<file path="src/rtl/obi_copy_master.sv">
// OBI manager that copies a block of 32-bit words from src to dst, one
// transaction at a time: read a word, write it back out, move to the next.
module obi_copy_master #(
    parameter int unsigned LEN_W       = 16,
    parameter int unsigned TIMEOUT_CYC = 1024
) (
    input  logic             clk_i,
    input  logic             rst_ni,
    // command / status
    input  logic             start_i,
    input  logic [31:0]      src_addr_i,
    input  logic [31:0]      dst_addr_i,
    input  logic [LEN_W-1:0] len_i,
    output logic             busy_o,
    output logic             done_o,
    output logic             err_o,
    // OBI manager port
    output logic             obi_req_o,
    input  logic             obi_gnt_i,
    output logic [31:0]      obi_addr_o,
    output logic             obi_we_o,
    output logic [3:0]       obi_be_o,
    output logic [31:0]      obi_wdata_o,
    input  logic             obi_rvalid_i,
    input  logic [31:0]      obi_rdata_i
);

    // one extra bit so TIMEOUT_CYC itself is representable
    localparam int unsigned TMO_W = $clog2(TIMEOUT_CYC) + 1;
    localparam logic [TMO_W-1:0] TMO_LAST = TMO_W'(TIMEOUT_CYC - 1);

    typedef enum logic [2:0] {
        IDLE,
        RD_REQ,
        RD_RSP,
        WR_REQ,
        WR_RSP,
        FINISH
    } state_e;

    state_e            state_q, state_d;
    logic [31:0]       src_q, src_d;
    logic [31:0]       dst_q, dst_d;
    logic [LEN_W-1:0]  rem_q, rem_d;
    logic [31:0]       data_q, data_d;
    logic [TMO_W-1:0]  tmo_q, tmo_d;
    logic              err_q, err_d;

    // state and datapath registers
    always_ff @(posedge clk_i or negedge rst_ni) begin
        if (!rst_ni) begin
            state_q <= IDLE;
            src_q   <= '0;
            dst_q   <= '0;
            rem_q   <= '0;
            data_q  <= '0;
            tmo_q   <= '0;
            err_q   <= 1'b0;
        end else begin
            state_q <= state_d;
            src_q   <= src_d;
            dst_q   <= dst_d;
            rem_q   <= rem_d;
            data_q  <= data_d;
            tmo_q   <= tmo_d;
            err_q   <= err_d;
        end
    end

    // next-state: command decode, bus handshakes, response timeout
    always_comb begin
        state_d = state_q;
        src_d   = src_q;
        dst_d   = dst_q;
        rem_d   = rem_q;
        data_d  = data_q;
        err_d   = err_q;
        // timeout counter only advances while waiting on a response, so any
        // other state leaves it cleared for the next response phase
        tmo_d   = '0;

        unique case (state_q)
            IDLE: begin
                if (start_i) begin
                    src_d = src_addr_i;
                    dst_d = dst_addr_i;
                    rem_d = len_i;
                    err_d = 1'b0;
                    if (len_i == '0) begin
                        state_d = FINISH;
                    end else if ((src_addr_i[1:0] != 2'b00) || (dst_addr_i[1:0] != 2'b00)) begin
                        err_d   = 1'b1;
                        state_d = FINISH;
                    end else begin
                        state_d = RD_REQ;
                    end
                end
            end

            RD_REQ: begin
                if (obi_gnt_i) state_d = RD_RSP;
            end

            RD_RSP: begin
                if (obi_rvalid_i) begin
                    data_d  = obi_rdata_i;
                    state_d = WR_REQ;
                end else if (tmo_q == TMO_LAST) begin
                    err_d   = 1'b1;
                    state_d = FINISH;
                end else begin
                    tmo_d = tmo_q + 1'b1;
                end
            end

            WR_REQ: begin
                if (obi_gnt_i) state_d = WR_RSP;
            end

            WR_RSP: begin
                if (obi_rvalid_i) begin
                    rem_d   = rem_q - 1'b1;
                    src_d   = src_q + 32'd4;
                    dst_d   = dst_q + 32'd4;
                    state_d = (rem_q == LEN_W'(1)) ? FINISH : RD_REQ;
                end else if (tmo_q == TMO_LAST) begin
                    err_d   = 1'b1;
                    state_d = FINISH;
                end else begin
                    tmo_d = tmo_q + 1'b1;
                end
            end

            FINISH: begin
                state_d = IDLE;
            end

            default: begin
                state_d = IDLE;
            end
        endcase
    end

    // outputs decoded straight from the state register so an async reset
    // drops req in the same cycle; address/data held constant until gnt
    always_comb begin
        obi_req_o   = (state_q == RD_REQ) || (state_q == WR_REQ);
        obi_we_o    = (state_q == WR_REQ);
        obi_be_o    = 4'hF;
        obi_addr_o  = '0;
        obi_wdata_o = '0;
        if (state_q == RD_REQ) obi_addr_o = src_q;
        if (state_q == WR_REQ) begin
            obi_addr_o  = dst_q;
            obi_wdata_o = data_q;
        end
        busy_o = (state_q == RD_REQ) || (state_q == RD_RSP) ||
                 (state_q == WR_REQ) || (state_q == WR_RSP);
        done_o = (state_q == FINISH);
        err_o  = err_q;
    end

endmodule

</file>
<file path="config.mk">
export PLATFORM = sky130hd
export DESIGN_NAME = obi_copy_master
export DESIGN_NICKNAME = d
export VERILOG_FILES = /design/src/rtl/obi_copy_master.sv
export SDC_FILE = /design/constraint.sdc
export NUM_CORES = 1
export LEC_CHECK = 0
export BUFFER_PORTS_ARGS = -buffer_cell sky130_fd_sc_hd__buf_2
export CAP_MARGIN = 25
export CORE_MARGIN = 5
export CORE_UTILIZATION = 35
export CTS_CLUSTER_DIAMETER = 60
export CTS_CLUSTER_SIZE = 8
export DETAILED_ROUTE_END_ITERATION = 8
export PLACE_DENSITY_LB_ADDON = 0.2
export SYNTH_ARGS = -nofsm -noshare
export SYNTH_HDL_FRONTEND = slang
export SYNTH_SLANG_ARGS = --single-unit
</file>
<file path="constraint.sdc">
create_clock -name clk_i -period 3.7 [get_ports clk_i]
set_clock_uncertainty 0.15 [all_clocks]
set_input_delay 0.74 -clock clk_i [delete_from_list [all_inputs] [get_ports clk_i]]
set_output_delay 0.74 -clock clk_i [all_outputs]
set_load 0.1 [all_outputs]
</file>
==> impl_metrics.yaml <==
detailed_routing:
  first_pass_iters: 5
  ant_nets: 0
  drc: 0
  drt-total-wl_um: 24900
  first_iter_violations: 630
  top_layer_used: "met5"
  via_count: 7392
  wl_per_cell_um: 18.7
  wl_met2_um: 10900
  routed_via_density: 5.56
  wl_met1_um: 11700
  met3WireLength_um: 2030
synthesis:
  synth_warnings: 0
  synth-async-reset-ratio: 1.00
  synth_area_mm2: 0.00769
  seq_area_frac_synth: 0.413
  ys_seq_elements: 127
  syn_inst: 889
  synth_top_area_share: 0.413
  synth.avg_cell_area_um2: 8.66
  synth_edf_count: 0
  synth_cell_types: 72
  synth_area_leader_cell: "dfrtp_1"
  synth.area.top_cells: "dfrtp_1, mux2_1, a21oi_1"
  synth_ff_type: "dfrtp_1"
die:
  die_y_um: 158
  die_w_um: 158
  start_util: 0.354
  core_mm2: 0.0218
  rows: 54
  die_area_mm2: 0.0251
  io_pins: 190
placement:
  placed_cell_area_mm2: 0.00887
  portBuffers: 185
  place_hpwl_um: 18200
  place_congestion: 0.845
clock_network:
  clk_latency_ps: 420
  cts.sinks: 127
  cts.path.max_buffers: 2
  cts_tree: "built"
  hold_buffers: 1
  h-tree-depth: 4
  clockRootBuffer: "clkbuf_16"
  cts_setup_buffers: 0
  cts.repair.resized: 0
  cts_buffers: 17
  clk_pin_slew_worst_paths_ps: 60
worst_setup_path:
  cp-end-kind: "output pin"
  critPathKind: "reg -> out"
  crit_fanout: 48
  reg2reg_depth: 6
  worstPathArrival_ps: 2470
  crit_required_ps: 2810
  r2r_setup_slack_ps: 920
  timing.rr.start: "state_q[1]"
  cp-start-kind: "register"
  timing.rr.end: "rem_q[6]"
cells_and_area:
  area_growth_pct: 24.3
  final_core_util: 0.440
  finalInstanceArea_mm2: 0.00956
  layout_commonest_cell: "buf_2"
  fin_nets: 1159
  mostFrequentLayoutCells: "buf_2, dfrtp_1, nand2_1, nor2_1, a21oi_1"
  drive_gt1_frac: 0.240
  fillers: 2170
run_status:
  outcome: "complete, no violations"
grt:
  grt_pass1_vias: 6881
  grt_pass1_wl_um: 38200
  grt_util_all_layers: 0.194
  antenna_found_initial: 3
  overflow: 0
  grt_max_degree: 69
power:
  p_leak_nw: 4.33
  peakVddDrop_v: 0.00102
  power_density_mw_per_mm2: 1010
timing:
  slew_violations: 0
  hold_violations: 0
  setup_viol: 0
  max_slew_margin: 0.449
  setup_tns_ps: 0
  fmax_mhz: 297
  min_period_over_period: 0.909
  holdWs_ps: 324
  finalCriticalPeriod_ps: 3360
  worst_slew_pin_slew_ps: 826
  rsz0062_at_grt: "false"
worst_hold_path:
  min_path_type: "reg -> reg"
  whs_path_depth: 2
  min_delay_worst_endpoint: "src_q[1]"
  min-delay-start: "src_q[1]"
flow_run:
  drv_cap: 0
==> sequential cells by signal, summed over array words and instances (netlist names) <==
register / count
state_q: 3
rem_q: 16
src_q: 32
tmo_q: 11
err_o: 1
dst_q: 32
data_q: 32
==> area by class of cell <==
class / instances / area (um2) / area share
Clock buffer: 18 / 439 / 0.0459
Tap cell: 280 / 350 / 0.0366
Inverter: 15 / 56.3 / 0.00589
Timing Repair Buffer: 202 / 1120 / 0.117
Multi-Input combinational cell: 674 / 4180 / 0.437
Clock inverter: 13 / 236 / 0.0247
Sequential cell: 127 / 3180 / 0.332
Antenna cell: 1 / 2.50 / 0.000262
==> how the worst max path moves through the flow <==
stage | start | to | depth (start not counted)
final | state_q[1] | obi_addr_o[24] | 4
after global placement | state_q[1] | obi_addr_o[23] | 4
after detailed placement | state_q[1] | obi_addr_o[24] | 4
after CTS | state_q[1] | obi_addr_o[24] | 4
after global routing | state_q[0] | obi_we_o | 5
after floorplan | state_q[1] | obi_addr_o[10] | 4
==> report_power, final <==
| part | switching, W | total [W] | internal, W |
|---|---|---|---|
| sequential | 0.000764 | 0.00279 | 0.00203 |
| clock | 0.000655 | 0.00194 | 0.00128 |
| combinational | 0.00357 | 0.00490 | 0.00133 |
| total | 0.00499 | 0.00963 | 0.00464 |
==> stage by stage <==
stage | power [W] | setup slack, ps | std cells
2_1_floorplan | 0.00653 | 311 | 892
3_3_place_gp | 0.00766 | 814 | 1296
3_5_place_dp | 0.00770 | 789 | 1296
4_1_cts | 0.00967 | 332 | 1328
5_1_grt | 0.0102 | 158 | 1330
6_report | 0.00963 | 336 | 1330
==> synth_stat cells, drive strengths merged, types with 21 or more instances <==
master,number
nand2,87
and3,48
nor2,86
nor3,26
o21ai,40
nand3,42
mux2,33
clkbuf,47
buf,29
a21oi,68
dfrtp,127
mux2i,33
nand4,21
o22ai,26
==> layer usage <==
metal	GRT usage	vias up
met3	0.0500	19
met1	0.280	3515
met5	0	-
met4	0.0435	4
met2	0.296	288
li1	-	3566
==> worst max-delay path, cell delays in order, from the launching register on <==
cell and delay [ps]:
dfrtp_2 890, buf_12 320, mux2i_1 110, nor2_1 220
buf_2 480
==> kinds of logic (layout without fill, tap and decap cells) <==
family	Yosys count	after routing	synth area share
AOI/OAI and AO/OA	215	215	0.179
DFF	127	127	0.413
other	1	5	0.000487
adders and majority gates	5	5	0.00813
and+or+nand+nor	374	374	0.247
xor gates and xnor gates	10	10	0.0114
muxes	66	66	0.0912
buffers and inverters	91	248	0.0496
Note: power is estimated with default switching activity, not from simulation.
